==> src/rtl/fifo_drain_ctrl_pkg.sv <==
// Shared defaults and types for the FIFO read-side drain controller.
// The skid-buffer occupancy encoding is shared by the buffer and the pop-issue logic.
package fifo_drain_ctrl_pkg;

    localparam int unsigned WIDTH_DEF     = 8;
    localparam int unsigned FRAME_LEN_DEF = 4;
    localparam int unsigned CNT_W_DEF     = 16;

    typedef enum logic [1:0] {
        OCC_EMPTY = 2'd0,
        OCC_ONE   = 2'd1,
        OCC_FULL  = 2'd2
    } occ_t;

    // The frame counter needs at least one bit, even when every word closes a frame.
    function automatic int unsigned frame_cnt_w(input int unsigned frame_len);
        return (frame_len > 1) ? $clog2(frame_len) : 1;
    endfunction

endpackage

==> src/rtl/fifo_drain_ctrl_skid_buf2.sv <==
// Two-entry {data,last} output buffer; the head entry drives the stream directly.
// A push and a pop may share a cycle whenever the buffer is non-empty.
module fifo_drain_ctrl_skid_buf2
    import fifo_drain_ctrl_pkg::*;
#(
    parameter int unsigned WIDTH = WIDTH_DEF
) (
    input  logic             clk_i,
    input  logic             rst_i,
    input  logic             push,
    input  logic [WIDTH-1:0] push_data,
    input  logic             push_last,
    input  logic             pop,
    output logic [WIDTH-1:0] head_data,
    output logic             head_last,
    output logic [1:0]       occ
);

    occ_t             occ_q;
    logic [WIDTH-1:0] head_data_q;
    logic             head_last_q;
    logic [WIDTH-1:0] tail_data_q;
    logic             tail_last_q;

    // NOTE: state uses <= so every register sees pre-edge values whatever the statement order;
    // the data registers are reset too so the stream data port reads zero out of reset.
    always_ff @(posedge clk_i) begin
        if (rst_i) begin
            occ_q       <= OCC_EMPTY;
            head_data_q <= '0;
            head_last_q <= 1'b0;
            tail_data_q <= '0;
            tail_last_q <= 1'b0;
        end else begin
            unique case (occ_q)
                OCC_EMPTY: begin
                    if (push) begin
                        head_data_q <= push_data;
                        head_last_q <= push_last;
                        occ_q       <= OCC_ONE;
                    end
                end
                OCC_ONE: begin
                    if (push && pop) begin
                        head_data_q <= push_data;
                        head_last_q <= push_last;
                    end else if (push) begin
                        tail_data_q <= push_data;
                        tail_last_q <= push_last;
                        occ_q       <= OCC_FULL;
                    end else if (pop) begin
                        occ_q <= OCC_EMPTY;
                    end
                end
                OCC_FULL: begin
                    if (pop) begin
                        head_data_q <= tail_data_q;
                        head_last_q <= tail_last_q;
                        if (push) begin
                            tail_data_q <= push_data;
                            tail_last_q <= push_last;
                        end else begin
                            occ_q <= OCC_ONE;
                        end
                    end
                end
                default: occ_q <= OCC_EMPTY;
            endcase
        end
    end

    // The issue logic never lets a third word arrive while both entries are held.
    overflow_a: assert property (@(posedge clk_i) disable iff (rst_i)
        !(push && !pop && occ_q == OCC_FULL));

    assign head_data = head_data_q;
    assign head_last = head_last_q;
    assign occ       = occ_q;

endmodule

==> src/rtl/fifo_drain_ctrl.sv <==
// Read-side controller for the synchronous FIFO: issues pops, absorbs the one-cycle read
// latency in a two-entry buffer and presents a bubble-free valid/ready stream with framing.
module fifo_drain_ctrl
    import fifo_drain_ctrl_pkg::*;
#(
    parameter int unsigned WIDTH     = WIDTH_DEF,
    parameter int unsigned FRAME_LEN = FRAME_LEN_DEF,
    parameter int unsigned CNT_W     = CNT_W_DEF
) (
    input  logic             clk_i,
    input  logic             rst_i,
    input  logic [WIDTH-1:0] fifo_rdata_i,
    input  logic             fifo_empty_i,
    input  logic             fifo_rd_error_i,
    output logic             fifo_rd_en_o,
    input  logic             en_i,
    output logic [WIDTH-1:0] m_data_o,
    output logic             m_valid_o,
    input  logic             m_ready_i,
    output logic             m_last_o,
    output logic             busy_o,
    output logic             proto_err_o,
    output logic [CNT_W-1:0] word_cnt_o
);

    localparam int unsigned     FC_W    = frame_cnt_w(FRAME_LEN);
    localparam logic [FC_W-1:0] FC_LAST = FC_W'(FRAME_LEN - 1);

    logic            inflight_q;
    logic [FC_W-1:0] frame_cnt_q;
    logic            frame_last;
    logic [1:0]      occ;
    logic            pop_out;
    logic            room;

    assign pop_out    = m_valid_o & m_ready_i;
    assign frame_last = (frame_cnt_q == FC_LAST);

    // Room means buffered plus in-flight words stay below two; a same-cycle pop frees a slot.
    assign room         = (occ == OCC_EMPTY) | ((occ == OCC_ONE) & ~inflight_q);
    assign fifo_rd_en_o = en_i & ~fifo_empty_i & ~rst_i & (room | pop_out);

    assign m_valid_o = (occ != OCC_EMPTY);
    assign busy_o    = m_valid_o | inflight_q;

    fifo_drain_ctrl_skid_buf2 #(
        .WIDTH (WIDTH)
    ) u_buf (
        .clk_i     (clk_i),
        .rst_i     (rst_i),
        .push      (inflight_q),
        .push_data (fifo_rdata_i),
        .push_last (frame_last),
        .pop       (pop_out),
        .head_data (m_data_o),
        .head_last (m_last_o),
        .occ       (occ)
    );

    always_ff @(posedge clk_i) begin
        if (rst_i) begin
            inflight_q  <= 1'b0;
            frame_cnt_q <= '0;
            word_cnt_o  <= '0;
            proto_err_o <= 1'b0;
        end else begin
            inflight_q <= fifo_rd_en_o;
            if (inflight_q) begin
                frame_cnt_q <= frame_last ? '0 : frame_cnt_q + FC_W'(1);
            end
            if (pop_out) begin
                word_cnt_o <= word_cnt_o + CNT_W'(1);
            end
            if (fifo_rd_error_i) begin
                proto_err_o <= 1'b1;
            end
        end
    end

endmodule

==> config.mk <==
export PLATFORM = sky130hd
export DESIGN_NAME = fifo_drain_ctrl
export DESIGN_NICKNAME = d
export VERILOG_FILES = /design/src/rtl/fifo_drain_ctrl_pkg.sv /design/src/rtl/fifo_drain_ctrl_skid_buf2.sv /design/src/rtl/fifo_drain_ctrl.sv
export SDC_FILE = /design/constraint.sdc
export NUM_CORES = 1
export LEC_CHECK = 0
export ABC_CLOCK_PERIOD_IN_PS = 4300
export BUFFER_PORTS_ARGS = -buffer_cell sky130_fd_sc_hd__buf_2
export CORE_MARGIN = 5
export CORE_UTILIZATION = 56
export DETAILED_ROUTE_END_ITERATION = 12
export GPL_TIMING_DRIVEN = 1
export HOLD_SLACK_MARGIN = 0.1
export PLACE_DENSITY = 0.8
export SLEW_MARGIN = 10
export SYNTH_ARGS = -nofsm -noshare
export SYNTH_HDL_FRONTEND = slang
export SYNTH_SLANG_ARGS = --single-unit
==> constraint.sdc <==
create_clock -name clk_i -period 4.3 [get_ports clk_i]
set_clock_uncertainty 0.1 [all_clocks]
set_input_delay 0.215 -clock clk_i [delete_from_list [all_inputs] [get_ports clk_i]]
set_output_delay 0.215 -clock clk_i [all_outputs]
set_load 0.01 [all_outputs]
==> summary.txt <==
Run status
  • Outcome: finished, final reports clean

Global route
  • Vias in the first global route: 1378
  • Pin count of the biggest net entering global routing: 42
  • Gr usage total: 0.184
  • GR Util met1: 0.206
  • GRT overflow: 0
  • Met3 GRT Util: 0.0718
  • Met2 Use GR: 0.304
  • Busiest grt layer: met2
  • First-pass GRT wire length: 6050 microns
  • Initial antenna violation count: 0

Critical path
  • Crit path largest cell delay: roughly 0.5 ns
  • Buf/Inv on CP: 0
  • Crit-path max FO: 7
  • Delay-heaviest family, CP: simple AND/OR/NAND/NOR gates
  • Worst path cell trace: and4_1 -> nand4_1 -> or4_1 -> a21oi_1
  • CP startpoint kind: register
  • Critical setup path kind: register to register
  • Worst endpoint required time: 4.48 ns
  • CP max-delay cell: or4_1
  • R2R Setup Slk: about 2.4 ns
  • Arr. time, crit path: 2.09 ns
  • Crit. End Element: register

Timing
  • Post-route setup slack: 2.40 ns
  • Final-report hold violation count: 0
  • Worst-Margin Slew: 0.739 ns
  • Unrepaired setup endpoints after global routing: false
  • Setup TNS: 0 ns
  • Final period utilization: 0.442
  • Final setup fails: 0
  • Slew headroom: 0.507
  • Fin. max-slew vios: 0
  • Fmax: ~0.53 GHz
  • Post-layout minimum cycle time: 1.90 ns

Floorplan
  • Num ports: 43
  • Placeable Area: 0.00300 sq mm
  • Starting Density: 0.578
  • Die ar.: 0.00432 sq mm
  • Die span in y: ~66 microns
  • Die width: 65.7 microns
  • Cell Rows: 20

Drt
  • Drt via density: ~5.5
  • Via Count: 1464
  • Remaining DRCs: 0
  • Initial DRC count: 53
  • DRT antenna net count: 0
  • WL/cell: 13.6 microns
  • Pre-Repair DR Iteration Count: 4
  • Final WL: 3650 microns

Synthesis
  • Synth unique cells: 39
  • Post-synthesis async set-or-reset flop share: 0
  • Flops & latches, synth: 40
  • Post-Syn Instances: 186
  • Top cells by area, synth: dfxtp_1 (46%), mux2i_1 (11%), nor2_1 (8.0%)
  • Most frequent cells after synthesis: dfxtp_1 (40), nor2_1 (37), mux2i_1 (19), a211oi_1 (9), a21oi_1 (9)
  • Yosys warns: 0
  • Largest area contributor in the netlist: dfxtp_1
  • Number of flops mapped to enable cells by yosys: 0
  • Post-synth top area share: 0.461
  • Main synth FF type: dfxtp_1
  • Register area share after synthesis: 0.461
  • Avg Cell Area, Syn: 9.34 sq um
  • Mapped Area: 0.00174 sq mm
  • Syn Nets: 202
  • Count leader, synth: dfxtp_1

Final layout
  • Area Overhead vs Synth: 22.4%
  • Finished Cell Area: roughly 0.0021 sq mm
  • Final net count: 250
  • Fraction of layout cells with a size suffix above 1: 0.247
  • Number of diodes: 0
  • Non-filler cells, final: roughly 270

Power
  • Max IR drop VDD: 0.235 mV
  • Pwr Density: 330 mW/mm^2
  • Sequential share of power: 0.546
  • Clock share of power: 0.378
  • Sw frac: 0.226
  • Int Power: 544 uW
  • Sw Pwr: 158 uW
  • Comb power frac: 0.076
  • LEAKAGE: 0.00101 uW

Clock network
  • H-tree levels: 2
  • TritonCTS Buffers: 5
  • Clk_lat worst skew: 0.36 ns
  • Post_cts resized: 0
  • Worst-case clock buffer depth: 2
  • CTS root buf: clkbuf_4
  • Hold_buf cts: 11
  • Postcts setup bufs: 0
  • Clock Pin Slew Worst Setup and Hold Paths: 0.12 ns
  • CTS Sinks: 40
  • CTS tree: yes

Placed design
  • HPWL after DPL: 2470 microns
  • Placed cell area: 0.00193 sq mm
  • Routability cong.: about 0.74
  • Placed Cells: roughly 250
  • Port Buffer Count: 42
  • Pre-CTS setup slack: 2.43 ns

Worst hold path
  • Hold WC Path Type: input port to register

Flow run
  • Max Cap Viol: 0
==> logic make-up (layout without fill, tap and decap cells) <==
group | count (synthesis) | after routing | synth area share
buffers and inverters | 13 | 62 | 0.0382
xor gates and xnor gates | 11 | 11 | 0.0555
AOI/OAI and AO/OA | 29 | 29 | 0.118
and+or+nand+nor | 72 | 72 | 0.203
adders and majority gates | 2 | 2 | 0.0144
DFF | 40 | 40 | 0.461
muxes | 19 | 19 | 0.110
==> cell type report <==
type	instances	area, sq um
fillers	242	877
multi-input cells	133	870
flip-flops and latches	40	801
repair buffers	53	320
clock buffers	6	51.3
well taps	33	41.3
clock inverters	2	38.8
inverters	1	3.75
==> path summary, 6_finish.rpt <==
kind / cells after the start / endpoint / start
setup / recovery: 4 / word_cnt_o[15]$_SDFFE_PP0P_ / word_cnt_o[3]$_SDFFE_PP0P_
setup reg to reg: 4 / word_cnt_o[15]$_SDFFE_PP0P_ / word_cnt_o[3]$_SDFFE_PP0P_
hold reg to reg: 2 / proto_err_o$_SDFFE_PP0P_ / proto_err_o$_SDFFE_PP0P_
hold / removal: 4 / u_buf.occ[1]$_SDFFE_PP0P_ / m_ready_i
==> worst min-delay path, cell delays in order <==
cell and delay [ns]:
buf_2 0.15, nor2_1 0.06, nor2_1 0.08, nor2_1 0.04
==> stage by stage <==
| stage | power (uW) | utilization | hold WS (ns) |
|---|---|---|---|
| after global routing | 735 | 0.708 | 0.127 |
| final | 702 | 0.708 | 0.140 |
| after floorplan | 419 | - | 0.192 |
| after CTS | 708 | 0.708 | 0.121 |
| after detailed placement | 437 | 0.641 | 0.308 |
| after global placement | 435 | 0.641 | 0.298 |
==> power by group through the flow <==
| stage | combinational (uW) | clock [uW] | sequential [uW] |
|---|---|---|---|
| 6_report | 53.6 | 265 | 383 |
| 5_1_grt | 59.5 | 291 | 384 |
| 4_1_cts | 53.7 | 271 | 383 |
| 3_5_place_dp | 46.0 | 0 | 391 |
| 3_3_place_gp | 44.6 | 0 | 391 |
| 2_1_floorplan | 26.4 | 0 | 393 |
==> registers in the layout, indices dropped and copies added (netlist names) <==
signal / cells
frame_cnt_q: 2
inflight_q: 1
proto_err_o: 1
u_buf.head_data: 8
u_buf.head_last: 1
u_buf.occ: 2
u_buf.tail_data_q: 8
u_buf.tail_last_q: 1
word_cnt_o: 16
==> routing by layer <==
metal | vias to the layer above | wire length (microns)
met5 | - | 0
met4 | 0 | 51
met3 | 5 | 288
met2 | 48 | 1720
met1 | 664 | 1590
li1 | 747 | -
==> layout by cell type, fill, tap and decap left out, types with 2 or more instances in the layout <==
cell type	netlist	final
buf_2	4	42
nand2_1	8	8
nor4b_1	2	2
nor3_1	2	2
xnor2_1	4	4
nand3_1	4	4
mux2i_1	19	19
or3_1	2	2
ha_1	2	2
clkbuf_4	0	5
a211oi_1	9	9
o21ai_0	4	4
dfxtp_1	40	40
xor2_1	7	7
dlygate4sd3_1	0	11
and4_1	2	2
or3_2	3	3
a21oi_1	9	9
nor2_1	37	37
nand4_1	3	3
(Power assumes the default switching activity.)
